[src/rtl/issue_buf_ctrl_if.sv]
// Handshake/pointer bundle between IF, the instruction buffer RAM, ID and
// the buffer controller.
interface issue_buf_ctrl_if #(
    parameter int unsigned PTR_W = 4
);
    logic             flush_i;
    logic             in_valid1_i;
    logic             in_valid2_i;
    logic             issue_i;
    logic             issue_mode_i;
    logic             br_taken_i;
    logic             br_slot_i;

    logic             wr_en1_o;
    logic             wr_en2_o;
    logic [PTR_W-1:0] wr_ptr1_o;
    logic [PTR_W-1:0] wr_ptr2_o;
    logic [PTR_W-1:0] rd_ptr1_o;
    logic [PTR_W-1:0] rd_ptr2_o;
    logic [PTR_W:0]   count_o;
    logic             issue_ok_o;
    logic             dual_ok_o;
    logic             full_o;
    logic             overflow_o;
    logic [1:0]       state_o;

    modport master (
        output flush_i, in_valid1_i, in_valid2_i, issue_i, issue_mode_i,
               br_taken_i, br_slot_i,
        input  wr_en1_o, wr_en2_o, wr_ptr1_o, wr_ptr2_o, rd_ptr1_o, rd_ptr2_o,
               count_o, issue_ok_o, dual_ok_o, full_o, overflow_o, state_o
    );

    modport slave (
        input  flush_i, in_valid1_i, in_valid2_i, issue_i, issue_mode_i,
               br_taken_i, br_slot_i,
        output wr_en1_o, wr_en2_o, wr_ptr1_o, wr_ptr2_o, rd_ptr1_o, rd_ptr2_o,
               count_o, issue_ok_o, dual_ok_o, full_o, overflow_o, state_o
    );
endinterface

[src/rtl/issue_buf_ctrl.sv]
// Pointer/occupancy controller for the 2-in/2-out IF->ID instruction buffer,
// including branch delay-slot sequencing.
module issue_buf_ctrl #(
    parameter int unsigned DEPTH = 16,
    parameter int unsigned PTR_W = 4
) (
    input  logic            clk,
    input  logic            rst,
    issue_buf_ctrl_if.slave bus
);
    typedef enum logic [1:0] {
        RUN     = 2'b00,
        WAIT_DS = 2'b01,
        DS_HOLD = 2'b10
    } state_e;

    localparam logic [PTR_W:0]   FULL_TH = (PTR_W+1)'(DEPTH - 2);
    localparam logic [PTR_W-1:0] PTR_ONE = PTR_W'(1);

    state_e           state_q, state_d;
    logic [PTR_W-1:0] head_q, head_d;
    logic [PTR_W-1:0] tail_q, tail_d;
    logic [PTR_W:0]   count_q, count_d;
    logic             ovf_q, ovf_d;

    logic             full;
    logic [1:0]       n_i;
    logic [1:0]       n_w;
    logic [PTR_W:0]   rem;
    logic             br_act, br_clear, br_keep, br_wait;
    logic             drop1, drop2;
    logic             wr1, wr2;

    assign full = count_q > FULL_TH;

    always_comb begin
        n_i = 2'd0;
        if (bus.issue_i && count_q != '0) begin
            if (bus.issue_mode_i && count_q >= (PTR_W+1)'(2) && state_q == RUN)
                n_i = 2'd2;
            else
                n_i = 2'd1;
        end
    end

    assign rem      = count_q - (PTR_W+1)'(n_i);
    assign br_act   = bus.br_taken_i && n_i != 2'd0 && state_q == RUN;
    assign br_clear = br_act && !bus.br_slot_i && n_i == 2'd2;
    assign br_keep  = br_act && !br_clear && rem != '0;
    assign br_wait  = br_act && !br_clear && rem == '0;

    // Slot 1 survives a pending delay slot (br_wait / WAIT_DS); slot 2 never does.
    assign drop1 = bus.flush_i || br_clear || br_keep || state_q == DS_HOLD;
    assign drop2 = drop1 || br_wait || state_q == WAIT_DS;

    assign wr1   = rst && bus.in_valid1_i && !full && !bus.flush_i && !drop1;
    assign wr2   = wr1 && bus.in_valid2_i && !drop2;
    assign n_w   = {1'b0, wr1} + {1'b0, wr2};
    assign ovf_d = bus.in_valid1_i && full && !drop1;

    always_comb begin
        state_d = state_q;
        head_d  = head_q;
        tail_d  = tail_q;
        count_d = count_q;
        if (bus.flush_i || br_clear) begin
            state_d = RUN;
            head_d  = '0;
            tail_d  = '0;
            count_d = '0;
        end else if (br_keep) begin
            state_d = DS_HOLD;
            head_d  = head_q + PTR_W'(n_i);
            tail_d  = head_q + PTR_W'(n_i) + PTR_ONE;
            count_d = (PTR_W+1)'(1);
        end else if (br_wait) begin
            // Buffer drains completely here, so the new head equals the tail.
            head_d = head_q + PTR_W'(n_i);
            if (wr1) begin
                state_d = DS_HOLD;
                tail_d  = tail_q + PTR_ONE;
                count_d = (PTR_W+1)'(1);
            end else begin
                state_d = WAIT_DS;
                count_d = '0;
            end
        end else begin
            case (state_q)
                WAIT_DS: begin
                    if (wr1) begin
                        state_d = DS_HOLD;
                        tail_d  = tail_q + PTR_ONE;
                        count_d = (PTR_W+1)'(1);
                    end
                end
                DS_HOLD: begin
                    if (n_i != 2'd0) begin
                        state_d = RUN;
                        head_d  = head_q + PTR_ONE;
                        count_d = '0;
                    end
                end
                default: begin
                    head_d  = head_q + PTR_W'(n_i);
                    tail_d  = tail_q + PTR_W'(n_w);
                    count_d = count_q + (PTR_W+1)'(n_w) - (PTR_W+1)'(n_i);
                end
            endcase
        end
    end

    always_ff @(posedge clk or negedge rst) begin
        if (!rst) begin
            state_q <= RUN;
            head_q  <= '0;
            tail_q  <= '0;
            count_q <= '0;
            ovf_q   <= 1'b0;
        end else begin
            state_q <= state_d;
            head_q  <= head_d;
            tail_q  <= tail_d;
            count_q <= count_d;
            ovf_q   <= ovf_d;
        end
    end

    assign bus.wr_en1_o   = wr1;
    assign bus.wr_en2_o   = wr2;
    assign bus.wr_ptr1_o  = tail_q;
    assign bus.wr_ptr2_o  = tail_q + PTR_ONE;
    assign bus.rd_ptr1_o  = head_q;
    assign bus.rd_ptr2_o  = head_q + PTR_ONE;
    assign bus.count_o    = count_q;
    assign bus.issue_ok_o = count_q != '0 && (state_q == RUN || state_q == DS_HOLD);
    assign bus.dual_ok_o  = count_q >= (PTR_W+1)'(2) && state_q == RUN;
    assign bus.full_o     = full;
    assign bus.overflow_o = ovf_q;
    assign bus.state_o    = state_q;
endmodule
[src/flat_wrapper.sv]
// flat-port wrapper written by rule: the top's interface ports become plain ports
module issue_buf_ctrl_flat 
#(
    parameter int unsigned DEPTH = 16,
    parameter int unsigned PTR_W = 4
)
  (clk, rst, bus_flush_i, bus_in_valid1_i, bus_in_valid2_i, bus_issue_i, bus_issue_mode_i, bus_br_taken_i, bus_br_slot_i, bus_wr_en1_o, bus_wr_en2_o, bus_wr_ptr1_o, bus_wr_ptr2_o, bus_rd_ptr1_o, bus_rd_ptr2_o, bus_count_o, bus_issue_ok_o, bus_dual_ok_o, bus_full_o, bus_overflow_o, bus_state_o);
  issue_buf_ctrl_if #(.PTR_W(PTR_W)) bus_i ();
  input  logic clk;
  input  logic rst;
  input wire logic [$bits(bus_i.flush_i)-1:0] bus_flush_i;
  input wire logic [$bits(bus_i.in_valid1_i)-1:0] bus_in_valid1_i;
  input wire logic [$bits(bus_i.in_valid2_i)-1:0] bus_in_valid2_i;
  input wire logic [$bits(bus_i.issue_i)-1:0] bus_issue_i;
  input wire logic [$bits(bus_i.issue_mode_i)-1:0] bus_issue_mode_i;
  input wire logic [$bits(bus_i.br_taken_i)-1:0] bus_br_taken_i;
  input wire logic [$bits(bus_i.br_slot_i)-1:0] bus_br_slot_i;
  output wire logic [$bits(bus_i.wr_en1_o)-1:0] bus_wr_en1_o;
  output wire logic [$bits(bus_i.wr_en2_o)-1:0] bus_wr_en2_o;
  output wire logic [$bits(bus_i.wr_ptr1_o)-1:0] bus_wr_ptr1_o;
  output wire logic [$bits(bus_i.wr_ptr2_o)-1:0] bus_wr_ptr2_o;
  output wire logic [$bits(bus_i.rd_ptr1_o)-1:0] bus_rd_ptr1_o;
  output wire logic [$bits(bus_i.rd_ptr2_o)-1:0] bus_rd_ptr2_o;
  output wire logic [$bits(bus_i.count_o)-1:0] bus_count_o;
  output wire logic [$bits(bus_i.issue_ok_o)-1:0] bus_issue_ok_o;
  output wire logic [$bits(bus_i.dual_ok_o)-1:0] bus_dual_ok_o;
  output wire logic [$bits(bus_i.full_o)-1:0] bus_full_o;
  output wire logic [$bits(bus_i.overflow_o)-1:0] bus_overflow_o;
  output wire logic [$bits(bus_i.state_o)-1:0] bus_state_o;
  assign bus_i.flush_i = bus_flush_i;
  assign bus_i.in_valid1_i = bus_in_valid1_i;
  assign bus_i.in_valid2_i = bus_in_valid2_i;
  assign bus_i.issue_i = bus_issue_i;
  assign bus_i.issue_mode_i = bus_issue_mode_i;
  assign bus_i.br_taken_i = bus_br_taken_i;
  assign bus_i.br_slot_i = bus_br_slot_i;
  assign bus_wr_en1_o = bus_i.wr_en1_o;
  assign bus_wr_en2_o = bus_i.wr_en2_o;
  assign bus_wr_ptr1_o = bus_i.wr_ptr1_o;
  assign bus_wr_ptr2_o = bus_i.wr_ptr2_o;
  assign bus_rd_ptr1_o = bus_i.rd_ptr1_o;
  assign bus_rd_ptr2_o = bus_i.rd_ptr2_o;
  assign bus_count_o = bus_i.count_o;
  assign bus_issue_ok_o = bus_i.issue_ok_o;
  assign bus_dual_ok_o = bus_i.dual_ok_o;
  assign bus_full_o = bus_i.full_o;
  assign bus_overflow_o = bus_i.overflow_o;
  assign bus_state_o = bus_i.state_o;
  issue_buf_ctrl #(.DEPTH(DEPTH), .PTR_W(PTR_W)) u_core (.clk(clk), .rst(rst), .bus(bus_i));
endmodule
[config.mk]
export PLATFORM = sky130hd
export DESIGN_NAME = issue_buf_ctrl_flat
export DESIGN_NICKNAME = d
export VERILOG_FILES = /design/src/rtl/issue_buf_ctrl_if.sv /design/src/rtl/issue_buf_ctrl.sv /design/src/flat_wrapper.sv
export SDC_FILE = /design/constraint.sdc
export NUM_CORES = 1
export LEC_CHECK = 0
export ABC_AREA = 1
export CAP_MARGIN = 15
export CORE_MARGIN = 1.5
export CORE_UTILIZATION = 64
export DETAILED_ROUTE_END_ITERATION = 10
export DONT_BUFFER_PORTS = 1
export PLACE_DENSITY = 0.86
export SYNTH_ARGS = -nofsm -noshare
export SYNTH_HDL_FRONTEND = slang
export SYNTH_SLANG_ARGS = --single-unit
[constraint.sdc]
create_clock -name clk -period 4.8 [get_ports clk]
set_input_delay 0.48 -clock clk [delete_from_list [all_inputs] [get_ports clk]]
set_output_delay 0.48 -clock clk [all_outputs]
set_load 0.02 [all_outputs]
# == Yosys cells after proc, flatten, opt, wreduce, memory -nomap -nowiden ==
# Cells that the tools add are included.
# word_totals
reg_bits,16
input_bits,9
output_inout_bits,29
wordCells,90
# op_classes
n_addsub,9
n_lt_le_gt_ge,2
n_eq_ne,7
mux,26
n_reduce_logical,41
# ops
operator,count
2-to-1 mux 4 bit,8
2-to-1 mux 5 bit,5
logical AND 1 bit,20
2-to-1 mux 2 bit,8
case mux 4 bit (2 select lines),2
nonzero test 5 bit,3
"adder 4 x 1 -> 4 bit, second input constant",3
"inequality test 5 x 1 -> 1 bit, second input constant",2
case mux 5 bit (2 select lines),1
subtractor 5 x 2 -> 5 bit,2
adder 4 x 2 -> 4 bit,2
"inequality test 4 x 1 -> 1 bit, second input constant",2
zero test 1 bit,6
logical OR 1 bit,6
adder 5 x 2 -> 5 bit,1
"greater-or-equal comparator 5 x 2 -> 1 bit, second input constant",1
"> comparator 5 x 4 -> 1 bit, second input constant",1
zero test 5 bit,1
"== test 2 bit, second input constant",2
case mux 2 bit (2 select lines),1
AND reduction 2 bit,2
AND reduction 3 bit,1
adder 1 x 1 -> 2 bit,1
"== test 2 x 1 -> 1 bit, second input constant",1
3 further kinds,3

# == Depth between registers and ports, before layout ==
# depth
ltp_word,26
ltp_mapped,31
ltp_nobuf,31

# == Worst setup path before layout ==
# OpenSTA, ideal clock, no wires.
# synth_path
path_kind,register to register
start,reg u_core.count_q[2] (netlist: u_core.bus.count_o[2])
end,reg u_core.count_q[4] (netlist: u_core.bus.count_o[4])
setup_ns,0.074
t_arrival_ns,4.583
required_time_ns,4.726
path_slack_ns,0.143
stages_incl_launch_ff,29
n_path_buf,0
synth_period_minus_slack_ns,4.657
path_cell_list,dfrtp_1 inv_1 ha_1 inv_1 nor2_2 nand2_1 nand2_2 nor2_4 inv_1 ha_1 nand2_1 nand2_1 nand2_1 nand2_1 nor2_1 nand3_1 nand3_2 nand4_4 nor2_1 ha_1 inv_1 fa_1 inv_1 fa_1 nand3_1 a21oi_1 nor2_1 nand3_2 o21ai_2
# synth_between
elab_chain_len,26
word_cells_on_any_way,44
cone_classes,add/sub: 4; order compare: 2; eq/ne: 3; mux: 6; reduce/logical: 29
# synth_rtl
item,line_no,source
start: declaration,issue_buf_ctrl.sv:23,"logic [PTR_W:0] count_q, count_d;"
start signal: assignment,issue_buf_ctrl.sv:123,count_q <= count_d;
"parallel branches: the longest is 18 deep, another holds greater-or-equal comparator 5 x 2 -> 1 bit",--,
logical AND 1 bit (*),issue_buf_ctrl.sv:57,assign wr2 = wr1 && bus.in_valid2_i && !drop2;
net bus_wr_en2_o,flat_wrapper.sv:19,output wire logic [$bits(bus_i.wr_en2_o)-1:0] bus_wr_en2_o;
adder 1 x 1 -> 2 bit (*),issue_buf_ctrl.sv:58,"assign n_w = {1'b0, wr1} + {1'b0, wr2};"
adder 5 x 2 -> 5 bit (*),issue_buf_ctrl.sv:106,count_d = count_q + (PTR_W+1)'(n_w) - (PTR_W+1)'(n_i);
subtractor 5 x 2 -> 5 bit (*),issue_buf_ctrl.sv:106,
case mux 5 bit (2 select lines) (*),issue_buf_ctrl.sv:88,case (state_q)
2-to-1 mux 5 bit (*),issue_buf_ctrl.sv:76,end else if (br_wait) begin
2-to-1 mux 5 bit (*),issue_buf_ctrl.sv:71,end else if (br_keep) begin
2-to-1 mux 5 bit (*),issue_buf_ctrl.sv:66,if (bus.flush_i || br_clear) begin
# Mark *: on every way through the listed nets, which the timed path passes.
# A chain may end at the register's enable or synchronous reset.

# == Final worst setup path ==
# layout_path
start,reg u_core.count_q[4] (netlist: u_core.bus.count_o[4])
end,reg u_core.count_q[4] (netlist: u_core.bus.count_o[4])
# layout_between
elab_chain_len,26
word_cells_on_any_way,44
cone_classes,add/sub: 4; order compare: 2; eq/ne: 3; mux: 6; reduce/logical: 29
# layout_rtl
item
"parallel branches: the longest is 26 deep, another holds greater-or-equal comparator 5 x 2 -> 1 bit"
# Parallel ways; which one is timed is not known.

==> flow_summary_export.csv <==
group,metric,value,unit
global_routing,grt_pass1_vias,1543,
timing,finalClockSkew,0.004876,ns
setup_path,critPathLaunchType,"register",
floorplanning,ioPinCount,38,
clocking,clk_path_buf_depth,2,
timing,worst_pin_slew,0.7949,ns
clocking,clkLatencyLatePin,0.30,ns
timing,slew_viol_final,0,
global_routing,antenna_found_initial,0,
synth,yosysSeqAreaShare,22.27,%
routing,drt_first_pass_iters,4,
floorplanning,die_x,56.01,um
pwr,peakVddDrop,0.4536,mV
layout,fin_cells,282,
timing,setup_viol,0,
routing,wl_per_cell,14.76,um
synth,syn-cell-area,1798,um^2
floorplanning,core-area,2710,um^2
floorplanning,die_h,56.01,um
setup_path,critPathSlowestCell,"fa_1",
floorplanning,initial_core_util,66.34,%
timing,fin_crit_sh,93.31,%
synth,syn_nets,276,
layout,fill_cells,221,
layout,seq_area,400.4,um^2
routing,drt_iter0_markers,142,
timing,final.min_clock_period,4.479,ns
place,place_area,1878,um^2
clocking,htree_levels,1,
clocking,cts_tree,"built",
global_routing,grt_pass1_wl,6.831,mm
layout,stdcell_area,1942,um^2
place,dpl.cell_count,276,
routing,antenna_left,0,
synth,synth_top_area_cell,"dfrtp_1",
layout,diodes,0,
global_routing,use_met3,3.488,%
synth,synthCells,239,
synth,synth_area_leaders,"dfrtp_1 22%, ha_1 17%, nand2_1 12%",
setup_path,slowest_delay,0.48,ns
synth,synth_edf_count,0,
run,drv_cap,0,
place,place.gp.congestion,0.8435,
layout,area_growth,8.003,%
floorplanning,die-area,3137,um^2
timing,finalHoldViolCount,0,
global_routing,grtUsageTotal,27.14,%
synth,synth_top_area_share,22.27,%
setup_path,crit_arrival,4.72,ns
routing,vias_per_cell,5.851,
clocking,cts_buffers,3,
setup_path,end_kind,"register",
setup_path,crit_path_frequent_cell,"nand2_1",
timing,max-slew-margin-rel,46.83,%
pwr,power_density,613.4,nW/um^2
place,dp_hpwl,3.137,mm
synth,async_flop_share,100.0,%
clocking,ctsRootBufferMaster,"clkbuf_4",
status,outcome,"completed",
setup_path,required,5.04,ns
layout,layout-drive-gt1-share,15.94,%
clocking,cts.sinks,16,
routing,routed_wl,4.161,mm
place,portBuffers,0,
routing,drcViolationCount,0,
layout,fin_nets,289,
global_routing,use_met2,45.21,%
setup_path,worstPathMaxFanout,8,
global_routing,grt_max_degree,17,
timing,tns,0,ns
global_routing,grt-busiest-layer,"met2",
global_routing,gr-usage-met1,38.11,%
synth,synth_cell_types,31,
timing,max_freq,0.2233,GHz
clocking,clk_pin_slew,0.11,ns
synth,synth_warnings,0,
routing,vias,1650,
synth,synth_seq_cells,16,
setup_path,worstSetupPathType,"reg -> reg",
global_routing,grt_overflow,0,
pwr,cellLeakagePower,1.049,nW
layout,multiInputGateArea,1250,um^2
synth,syn_avg_cell_area,7.523,um^2
synth,synthFlopType,"dfrtp_1",
hold_path,hold_path_class,"in -> reg",
floorplanning,rows,19,
flip-flops by register name (all words and copies together), names as in the netlist:
| name | count |
|---|---|
| u_core.bus.rd_ptr1_o | 4 |
| u_core.bus.count_o | 5 |
| u_core.bus.overflow_o | 1 |
| u_core.bus.state_o | 2 |
| u_core.bus.wr_ptr1_o | 4 |
placed cells by master, fill, tap and decap left out, types with 2 or more instances in the layout:
master / count
fa_1: 4
dfrtp_1: 16
nand2_4: 3
nand3_2: 2
nand2_1: 57
ha_1: 24
nand3_1: 23
o21ai_2: 5
nor2_2: 4
nand2_2: 3
xor2_1: 8
a21oi_1: 10
inv_2: 2
nor2_1: 13
buf_4: 8
o21ai_0: 10
clkbuf_4: 3
nor2_4: 2
inv_1: 37
xnor2_1: 2
cell families (layout without fill, tap and decap cells):
logic type | after synthesis | after routing | synth area share [%]
AO/OA/AOI/OAI | 31 | 31 | 11.07
XOR/XNOR | 10 | 10 | 4.872
adder cells (fa/ha/maj) | 28 | 28 | 21.16
buffers and inverters | 40 | 52 | 8.768
flip-flops | 16 | 16 | 22.27
multiplexers | 1 | 1 | 0.5567
AND/OR/NAND/NOR | 113 | 113 | 31.32
per-layer routing:
metal	wire length, um	part of all wire, %
met5	0	0
met4	27	0.65
met3	328	7.9
met2	1938	47
met1	1865	45
report_power, final:
part	leakage [nW]	switching, mW	internal, mW
sequential	0.217	0.106	0.174
clock	0.0210	0.0518	0.0463
combinational	0.812	0.529	0.284
total	1.05	0.687	0.504
synthesized netlist by cell type, types with 4 or more instances:
cell type   n
nor2_1     14
ha_1       24
nand2_1    57
o21ai_0    10
nand3_1    23
dfrtp_1    16
fa_1        4
xor2_1      8
inv_1      38
a21oi_1    10
o21ai_2     5
area by class of cell:
cell class,count,share of cell area (%)
well taps,31,1.997
multi-input cells,183,64.37
repair buffers,9,3.608
flip-flops and latches,16,20.62
inverters,39,7.539
clock buffers,4,1.869
timing repair:
action / in CTS / in global routing
setup buffers: 0 / 1
endpoints found under the setup margin: 0 / 3
resized for setup: 0 / 3
hold buffers: 1 / 0
hold endpoints to repair: 16 / 0
worst paths after layout:
check	cells after the start	startpoint	to	slack, ns
worst max register to register	27	u_core.bus.count_o[4]	u_core.bus.count_o[4]	0.32
worst min register to register	2	u_core.bus.count_o[3]	u_core.bus.count_o[3]	0.62
min in group asynchronous	1	rst	u_core.bus.wr_ptr1_o[2]	0.69
max in group asynchronous	1	rst	u_core.bus.count_o[0]	3.61
worst min-delay path	2	bus_in_valid1_i	u_core.bus.overflow_o	0.29
worst max-delay path	27	u_core.bus.count_o[4]	u_core.bus.count_o[4]	0.32
critical path: cells and delay by family (launching register included):
family / cells / cell delay (ns)
simple gates: 15 / 1.75
fa+ha+maj: 5 / 1.64
flops: 1 / 0.41
buf+inv: 4 / 0.39
compound gates: 3 / 0.21
per-stage QoR:
stage                     power [mW]  hold WS (ns)  setup WS (ns)  util (%)
after detailed placement       1.064        0.1847         0.2236     69.30
after global placement         1.037        0.1847         0.3427     69.30
after floorplan               0.9090        0.1844         0.1431         -
final                          1.191        0.2947         0.3209     71.65
after CTS                      1.173        0.2919         0.1717     71.01
after global routing           1.298        0.2876       -0.02034     71.65
Note: power is estimated with default switching activity, not from simulation.
